File: config.mk
export PLATFORM = sky130hd
export DESIGN_NAME = hazard_ctrl
export DESIGN_NICKNAME = d
export VERILOG_FILES = /design/src/rtl/hazard_ctrl.sv
export SDC_FILE = /design/constraint.sdc
export NUM_CORES = 1
export LEC_CHECK = 0
export BUFFER_PORTS_ARGS = -buffer_cell sky130_fd_sc_hd__buf_2
export CORE_UTILIZATION = 46
export DETAILED_ROUTE_END_ITERATION = 10
export GPL_TIMING_DRIVEN = 0
export PLACE_DENSITY = 0.74
export SLEW_MARGIN = 30
export SYNTH_ARGS = -nofsm -noshare
export SYNTH_HDL_FRONTEND = slang
export SYNTH_SLANG_ARGS = --single-unit
File: constraint.sdc
create_clock -name clk -period 1.9 [get_ports clk]
set_clock_uncertainty 0.05 [all_clocks]
set_input_delay 0.285 -clock clk [delete_from_list [all_inputs] [get_ports clk]]
set_output_delay 0.285 -clock clk [all_outputs]
set_load 0.05 [all_outputs]
File: src/rtl/hazard_ctrl.sv
// Hazard/forwarding control: tracks EX/MEM/WB destination info in a shadow pipe,
// stalls on load-use and store-data hazards, registers ALU operand selects for EX.
module hazard_ctrl (
    input  logic        clk,
    input  logic        rst_n,
    input  logic [4:0]  rs_id,
    input  logic [4:0]  rt_id,
    input  logic        use_rs_id,
    input  logic        use_rt_id,
    input  logic        imm_id,
    input  logic        valid_id,
    input  logic        regwr_id,
    input  logic        load_id,
    input  logic [4:0]  rw_id,
    input  logic        flush_ex,
    output logic [1:0]  ALUsrcA,
    output logic [1:0]  ALUsrcB,
    output logic        stall,
    output logic        bubble,
    output logic [15:0] stall_cnt
);
    localparam int STAGES = 3;

    typedef struct packed {
        logic       valid;
        logic       regwr;
        logic       load;
        logic [4:0] rw;
    } shadowEnt_t;

    // [0]=EX, [1]=MEM, [2]=WB
    shadowEnt_t [STAGES-1:0] pipe;
    shadowEnt_t              idEnt;
    logic                    exRs, exRt, memRs, memRt;
    logic                    loadUse, storeData;
    logic [1:0]              selA, selB;
    logic                    unusedWb;

    function automatic logic writes(shadowEnt_t e, logic [4:0] s);
        return e.valid & e.regwr & (e.rw == s) & (s != 5'd0);
    endfunction

    assign idEnt = '{valid: valid_id, regwr: regwr_id, load: load_id, rw: rw_id};

    assign exRs  = writes(pipe[0], rs_id);
    assign exRt  = writes(pipe[0], rt_id);
    assign memRs = writes(pipe[1], rs_id);
    assign memRt = writes(pipe[1], rt_id);

    assign loadUse   = pipe[0].load & ((use_rs_id & exRs) | (use_rt_id & ~imm_id & exRt));
    // Immediate occupies operand B, so the store data has no forwarding path
    assign storeData = imm_id & use_rt_id & (exRt | memRt);

    assign stall  = (loadUse | storeData) & valid_id & ~flush_ex;
    assign bubble = stall | flush_ex | ~valid_id;

    always_comb begin
        selA = 2'b00;
        if (use_rs_id) begin
            if (exRs)       selA = 2'b01;
            else if (memRs) selA = 2'b10;
        end
        selB = 2'b00;
        if (imm_id)         selB = 2'b11;
        else if (use_rt_id) begin
            if (exRt)       selB = 2'b01;
            else if (memRt) selB = 2'b10;
        end
    end

    // WB slot is tracked but never forwarded from: the regfile writes before reads
    assign unusedWb = ^{pipe[STAGES-1], pipe[1].load};

    always_ff @(posedge clk or negedge rst_n) begin
        if (!rst_n) begin
            pipe      <= '0;
            ALUsrcA   <= 2'b00;
            ALUsrcB   <= 2'b00;
            stall_cnt <= 16'd0;
        end else begin
            pipe[2] <= pipe[1];
            pipe[1] <= pipe[0];
            pipe[0] <= bubble ? '0 : idEnt;
            ALUsrcA <= bubble ? 2'b00 : selA;
            ALUsrcB <= bubble ? 2'b00 : selB;
            if (stall && stall_cnt != 16'hFFFF)
                stall_cnt <= stall_cnt + 16'd1;
        end
    end
endmodule
==> results of run 1 <==
==> worst register-to-register path, delay by kind of cell, from the launching register on <==
family / cells / cell delay [ns]
and+or+nand+nor: 2 / 0.64
AOI/OAI and AO/OA: 3 / 0.54
DFF: 1 / 0.43
xor gates and xnor gates: 2 / 0.29
buffers and inverters: 3 / 0.29
==> path summary, 6_finish.rpt <==
check,start,end,cells past startpoint,slack (ns)
setup / recovery,pipe[4]$_DFF_PN0_,stall,7,-0.49
hold / removal,rw_id[2],pipe[2]$_DFF_PN0_,2,0.11
setup reg to reg,pipe[4]$_DFF_PN0_,stall_cnt[11]$_DFFE_PN0P_,10,-0.42
hold reg to reg,pipe[6]$_DFF_PN0_,pipe[14]$_DFF_PN0_,0,0.32
max in group asynchronous,rst_n,stall_cnt[1]$_DFFE_PN0P_,2,0.78
min in group asynchronous,rst_n,stall_cnt[14]$_DFFE_PN0P_,2,0.49
==> power by group <==
group,switching (W),total (W),internal [W]
Combinational,0.0000814,0.000145,0.0000638
Clock,0.000244,0.000387,0.000143
Sequential,0.0000115,0.000771,0.000759
Total,0.000337,0.00130,0.000965
==> stage by stage <==
| step | instances | hold slack (ns) |
|---|---|---|
| 2_1_floorplan | 142 | -0.06059 |
| 3_3_place_gp | 233 | 0.3090 |
| 3_5_place_dp | 233 | 0.3094 |
| 4_1_cts | 254 | 0.08521 |
| 5_1_grt | 258 | 0.09222 |
| 6_report | 258 | 0.1141 |
==> cell usage in the layout, fill, tap and decap left out, types with 2 or more instances in the layout <==
master     n
dfrtp_2   11
and2_4     8
buf_4     11
buf_6      6
nand4_1    9
nor3_2     2
a22o_4     2
buf_2     43
dfrtp_1   24
clkbuf_4   5
nor3_1     2
and3_1     3
nand2_2    6
xor2_1    11
nor2_1     7
nand2_1    3
nand3_1    6
and4_4     2
xnor2_1   24
==> layer usage <==
| layer | up-vias | share of wire |
|---|---|---|
| li1 | 632 | - |
| met1 | 620 | 0.42 |
| met2 | 46 | 0.51 |
| met3 | 9 | 0.053 |
| met4 | 0 | 0.022 |
| met5 | - | 0 |
==> state kept, by name, indices dropped and copies added (netlist names) <==
register   flops
ALUsrcB        2
stall_cnt     16
ALUsrcA        2
pipe          15
==> repair_timing <==
item / CTS / global route
cloned: 1 / 0
resized for setup: 20 / 11
setup endpoints to repair: 29 / 29
pin swaps: 15 / 16
hold endpoints to repair: 35 / 0
hold buffers: 1 / 0
setup buffers: 11 / 7
==> cell type report <==
class / count / area share
flip-flops and latches: 35 / 0.3849
multi-input cells: 105 / 0.3812
repair buffers: 63 / 0.1808
well taps: 46 / 0.02491
clock buffers: 6 / 0.01787
clock inverters: 2 / 0.005414
inverters: 1 / 0.004873
==> kinds of logic after synthesis <==
logic type	count (synthesis)	synth area share
buffers and inverters	2	0.01047
AOI/OAI and AO/OA	7	0.04484
and+or+nand+nor	61	0.2242
muxes	1	0.006726
xor gates and xnor gates	35	0.1831
DFF	35	0.5232
adders and majority gates	1	0.007473
==> impl_metrics.json, run 1 <==
{
  "outcome": "complete, but fails checks",
  "violations": "negative setup slack",
  "ios": 46,
  "clk_pin_slew_worst_paths_ns": 0.10,
  "slew_headroom": 0.5062,
  "grt_busiest_layer": "met2",
  "yosysMostFrequentCell": "dfrtp_1",
  "grt_pass1_wl_um": 6196,
  "numCtsBuffers": 5,
  "drt_iter0_drc": 22,
  "rsz0062_at_grt": "true",
  "synthFlopType": "dfrtp_1",
  "stdcell_area_mm2": 0.002311,
  "synth_top_area_frac": 0.5232,
  "gr-total-overflow": 0,
  "critPathLaunchType": "flop",
  "hold_class": "in -> reg",
  "cp-end-kind": "primary output",
  "slew_violations": 0,
  "grt_use_met3": 0.06250,
  "vias": 1307,
  "diodes": 0,
  "clkLatencyLatePin_ns": 0.35,
  "die_y_um": 62.33,
  "grtUsageMet1": 0.2307,
  "crit_buf_inv": 1,
  "yosys-top-cells-area": "dfrtp_1 52%, xnor2_1 13%, xor2_1 5.8%, nand4_1 3.4%, and2_1 3.0%",
  "ir_worst_vdd_v": 0.0004548,
  "antenna_left": 0,
  "crit_type": "reg -> out",
  "cap_viol_max_count": 0,
  "drive_above_1_share": 0.5330,
  "yosysWarnings": 0,
  "finalSetupTns_ns": -6.246,
  "p_leak_nw": 1.104,
  "min_period_over_period": 1.260,
  "grt_max_degree": 36,
  "critPathArrivalTime_ns": 2.06,
  "cts_buffer_depth": 2,
  "finalWorstSetupSlack_ns": -0.4946,
  "wl_um": 3623,
  "finish.utilization": 0.6766,
  "num-nets-final": 236,
  "first_pass_iters": 4,
  "antenna_found_initial": 0,
  "synth_common_cells": "35 x dfrtp_1, 24 x xnor2_1, 11 x xor2_1",
  "slowest_delay_ns": 0.43,
  "synth_edf_count": 0,
  "synth.avg_cell_area_um2": 11.79,
  "setup_violations": 25,
  "synthesis.area_mm2": 0.001674,
  "cts_tree": "yes",
  "hold_viol_final": 0,
  "worst_pin_slew_ns": 0.7407,
  "max_freq_ghz": 0.4176,
  "grt_pass1_vias": 1391,
  "ys_ff_latch": 35,
  "yosysSeqAreaShare": 0.5232,
  "synthesis.nets": 167,
  "async_flop_share": 1.000,
  "dpl.hpwl_um": 2432,
  "seqCellArea_um2": 889.6,
  "use_met2": 0.3599,
  "coreArea_mm2": 0.003416,
  "p_per_area_mw_per_mm2": 563.5,
  "die_w_um": 62.33,
  "gp_congestion": 0.9457,
  "synthCells": 142,
  "synthDistinctLibCells": 33,
  "path_cells": "xor2_1 > a211oi_2 > and4_4 > o21bai_4 > a22o_4 > and2_4 > buf_8",
  "gr-usage-all-layers": 0.2051,
  "synth_top_area_cell": "dfrtp_1",
  "syn_to_final_growth_pct": 38.04,
  "place_area_mm2": 0.002014,
  "root_buffer": "clkbuf_4",
  "io_buffers": 45,
  "required_ns": 1.56,
  "place_ws_ns": -0.4362,
  "numClockSinks": 35,
  "htree_levels": 2,
  "final.min_clock_period_ns": 2.395,
  "power_w": 0.001302,
  "start_util": 0.4901,
  "worst_path_max_delay_cell": "dfrtp_1",
  "viasPerCell": 5.066,
  "wl_per_cell_um": 14.04,
  "multi_input_area_um2": 880.8,
  "drc": 0,
  "die_area_mm2": 0.003884,
  "fillCellCount": 261,
  "critical_path.top_delay_family": "compound AO/OA/AOI/OAI gates",
  "crit_fanout": 3,
  "row_count": 21
}
Note: power is estimated with default switching activity, not from simulation.
==> run 2: changes to the inputs <==
--- a/config.mk
+++ b/config.mk
@@ -5,11 +5,12 @@
 export SDC_FILE = /design/constraint.sdc
 export NUM_CORES = 1
 export LEC_CHECK = 0
+export ABC_AREA = 1
+export ABC_CLOCK_PERIOD_IN_PS = 1900
 export BUFFER_PORTS_ARGS = -buffer_cell sky130_fd_sc_hd__buf_2
-export CORE_UTILIZATION = 46
+export CORE_UTILIZATION = 49
 export DETAILED_ROUTE_END_ITERATION = 10
-export GPL_TIMING_DRIVEN = 0
-export PLACE_DENSITY = 0.74
+export PLACE_DENSITY = 0.76
 export SLEW_MARGIN = 30
 export SYNTH_ARGS = -nofsm -noshare
 export SYNTH_HDL_FRONTEND = slang
==> impl_metrics.json, run 2 <==
{
  "ys_ff_latch": 35,
  "clock_power_share": 0.418,
  "final.min_clock_period_ns": 2.120,
  "crit_path_start": "pipe[2]$_DFF_PN0_",
  "vias": 1884,
  "p_int_w": 0.001210,
  "cap_viol_max_count": 0,
  "num-nets-final": 351,
  "cts_buffer_depth": 2,
  "grt_max_degree": 20,
  "synth_top_area_frac": 0.4077,
  "synthFlopType": "dfrtp_1",
  "largestRegisters": "stall_cnt x16, pipe x15",
  "hold_viol_final": 0,
  "yosysWarnings": 0,
  "stdcell_area_mm2": 0.002669,
  "largest_reg_flops": 16,
  "cp-end-kind": "primary output",
  "drt_iter0_drc": 101,
  "violations": "negative setup slack",
  "die_y_um": 68.22,
  "grt_pass1_wl_um": 7465,
  "clk_pin_slew_worst_paths_ns": 0.08,
  "slew_violations": 0,
  "cts_tree": "yes",
  "rr_worst_depth": 14,
  "clkLatencyLatePin_ns": 0.29,
  "synthesis.area_mm2": 0.002148,
  "critPathArrivalTime_ns": 1.78,
  "wl_um": 4696,
  "row_count": 23,
  "critPathLaunchType": "flop",
  "finalWorstSetupSlack_ns": -0.2197,
  "max_freq_ghz": 0.4718,
  "first_pass_iters": 4,
  "htree_levels": 2,
  "min_period_over_period": 1.116,
  "numCtsBuffers": 5,
  "synth.avg_cell_area_um2": 8.076,
  "viasPerCell": 4.997,
  "syn_to_final_growth_pct": 24.23,
  "synthDistinctLibCells": 31,
  "crit_type": "reg -> out",
  "antenna_left": 0,
  "final-instance-count-excl-fill": 377,
  "dpl.hpwl_um": 3605,
  "crit_fanout": 4,
  "antenna_found_initial": 0,
  "ios": 46,
  "p_leak_nw": 1.468,
  "hold_class": "in -> reg",
  "rsz0062_at_grt": "true",
  "diodes": 0,
  "setup_violations": 2,
  "die_area_mm2": 0.004653,
  "yosysMostFrequentCell": "nand2_1",
  "outcome": "complete, but fails checks",
  "ir_worst_vdd_v": 0.0004692,
  "synthesis.nets": 291,
  "p_sw_w": 0.0004052,
  "gr-usage-all-layers": 0.2231,
  "top_register": "stall_cnt",
  "hold_depth": 3,
  "layout_common_cells": "72 x nand2_1, 43 x buf_2, 33 x dfrtp_1, 33 x inv_1, 19 x nand4_1",
  "yosys-top-cells-area": "dfrtp_1 41%, nand2_1 13%, inv_1 5.8%, nand4_1 5.5%, nor2_2 4.4%",
  "place_area_mm2": 0.002465,
  "numClockSinks": 35,
  "drive_above_1_share": 0.3670,
  "gp_congestion": 0.8624,
  "gr-total-overflow": 0,
  "grt_pass1_vias": 1629,
  "final_common_cell": "nand2_1",
  "die_w_um": 68.22,
  "synth_top_area_cell": "dfrtp_1",
  "power_w": 0.001616,
  "placedCellCount": 365,
  "required_ns": 1.56,
  "swShare": 0.2508,
  "drc": 0,
  "hp-start": "rw_id[2]",
  "root_buffer": "clkbuf_8",
  "coreArea_mm2": 0.004115,
  "seqPwrFrac": 0.477,
  "worst_pin_slew_ns": 0.4614,
  "start_util": 0.5220,
  "synth_edf_count": 0,
  "wl_per_cell_um": 12.46,
  "finalSetupTns_ns": -0.4087,
  "r2r_start": "pipe[2]$_DFF_PN0_",
  "async_flop_share": 1.000,
  "place_ws_ns": -0.01493,
  "synthCells": 266,
  "comb_power_share": 0.105,
  "io_buffers": 45,
  "p_per_area_mw_per_mm2": 605.4,
  "yosysSeqAreaShare": 0.4077,
  "slew_headroom": 0.6924,
  "synth_common_cells": "76 x nand2_1, 35 x dfrtp_1, 33 x inv_1"
}
[run 2: changes by cell type after synthesis, moves of 4 or more]
cell | previous run | this run
nor2_1 | 7 | 12
nand3_2 | 0 | 4
nand4_1 | 9 | 19
inv_2 | 0 | 13
nand2_1 | 9 | 76
and2_1 | 8 | 0
nand2_2 | 0 | 4
nor2_2 | 0 | 15
and3_1 | 4 | 0
xnor2_1 | 24 | 5
inv_1 | 0 | 33
nand3_1 | 6 | 12
[run 2: layout make-up]
type / instances / area, um^2
clock buffer: 5 / 68.82
inverter: 48 / 185.2
fill: 355 / 1446
tap: 50 / 62.56
timing repair buffer: 54 / 319.1
multi-input combinational: 182 / 1111
sequential: 35 / 878.3
clock inverter: 3 / 43.79
[run 2: cell families (layout without fill, tap and decap cells)]
logic type	after synthesis	count (layout)	share of synthesized area
compound gates	7	7	0.02970
fa+ha+maj	1	1	0.005823
simple gates	159	159	0.4054
xor+xnor	15	15	0.06115
flops	35	35	0.4077
buf+inv	49	110	0.09028
[run 2: per-stage QoR]
stage          utilization  hold WS, ns
4_1_cts             0.6348       0.1577
3_5_place_dp        0.5990       0.2105
5_1_grt             0.6485       0.1617
6_report            0.6485       0.1584
3_3_place_gp        0.5990       0.2088
2_1_floorplan            -     -0.06059
[run 2: critical path, stage by stage (launching register included)]
cell,delay (ns)
dfrtp_1,0.40
inv_1,0.07
nand2_1,0.07
nand2_1,0.07
inv_1,0.07
nand2_2,0.06
nor2_4,0.12
nand3_1,0.10
nand2_2,0.11
nand2_4,0.09
a21oi_4,0.17
buf_6,0.18
[run 2: routing by layer]
layer  vias up  track usage  wire length (um)
li1        963            -                 -
met1       865       0.2985              2222
met2        47       0.3505              2174
met3         9      0.05167               224
met4         0      0.08073                75
met5         -            0                 0
[run 2: timing repair]
| item | CTS | global route |
|---|---|---|
| endpoints found under the hold margin | 18 | 0 |
| cloned | 0 | 0 |
| pin swaps | 1 | 9 |
| hold buffers | 1 | 0 |
| setup buffers | 0 | 3 |
| resized for setup | 8 | 9 |
| setup endpoints to repair | 2 | 27 |
[run 2: final timing paths]
| path | endpoint | slack [ns] |
|---|---|---|
| worst max-delay path | stall | -0.22 |
| worst min-delay path | pipe[2]$_DFF_PN0_ | 0.16 |
| worst max register to register | stall_cnt[12]$_DFFE_PN0P_ | 0.12 |
| worst min register to register | pipe[15]$_DFF_PN0_ | 0.35 |
| max in group asynchronous | ALUsrcA[0]$_DFF_PN0_ | 0.77 |
| min in group asynchronous | pipe[10]$_DFF_PN0_ | 0.42 |
[run 2: power groups by stage]
stage	Sequential, W	Clock [W]	Combinational [W]
final	0.000771	0.000675	0.000170
after CTS	0.000770	0.000685	0.000165
after floorplan	0.000789	0	0.0000803
after detailed placement	0.000785	0	0.000159
after global placement	0.000784	0	0.000157
after global routing	0.000772	0.000724	0.000190
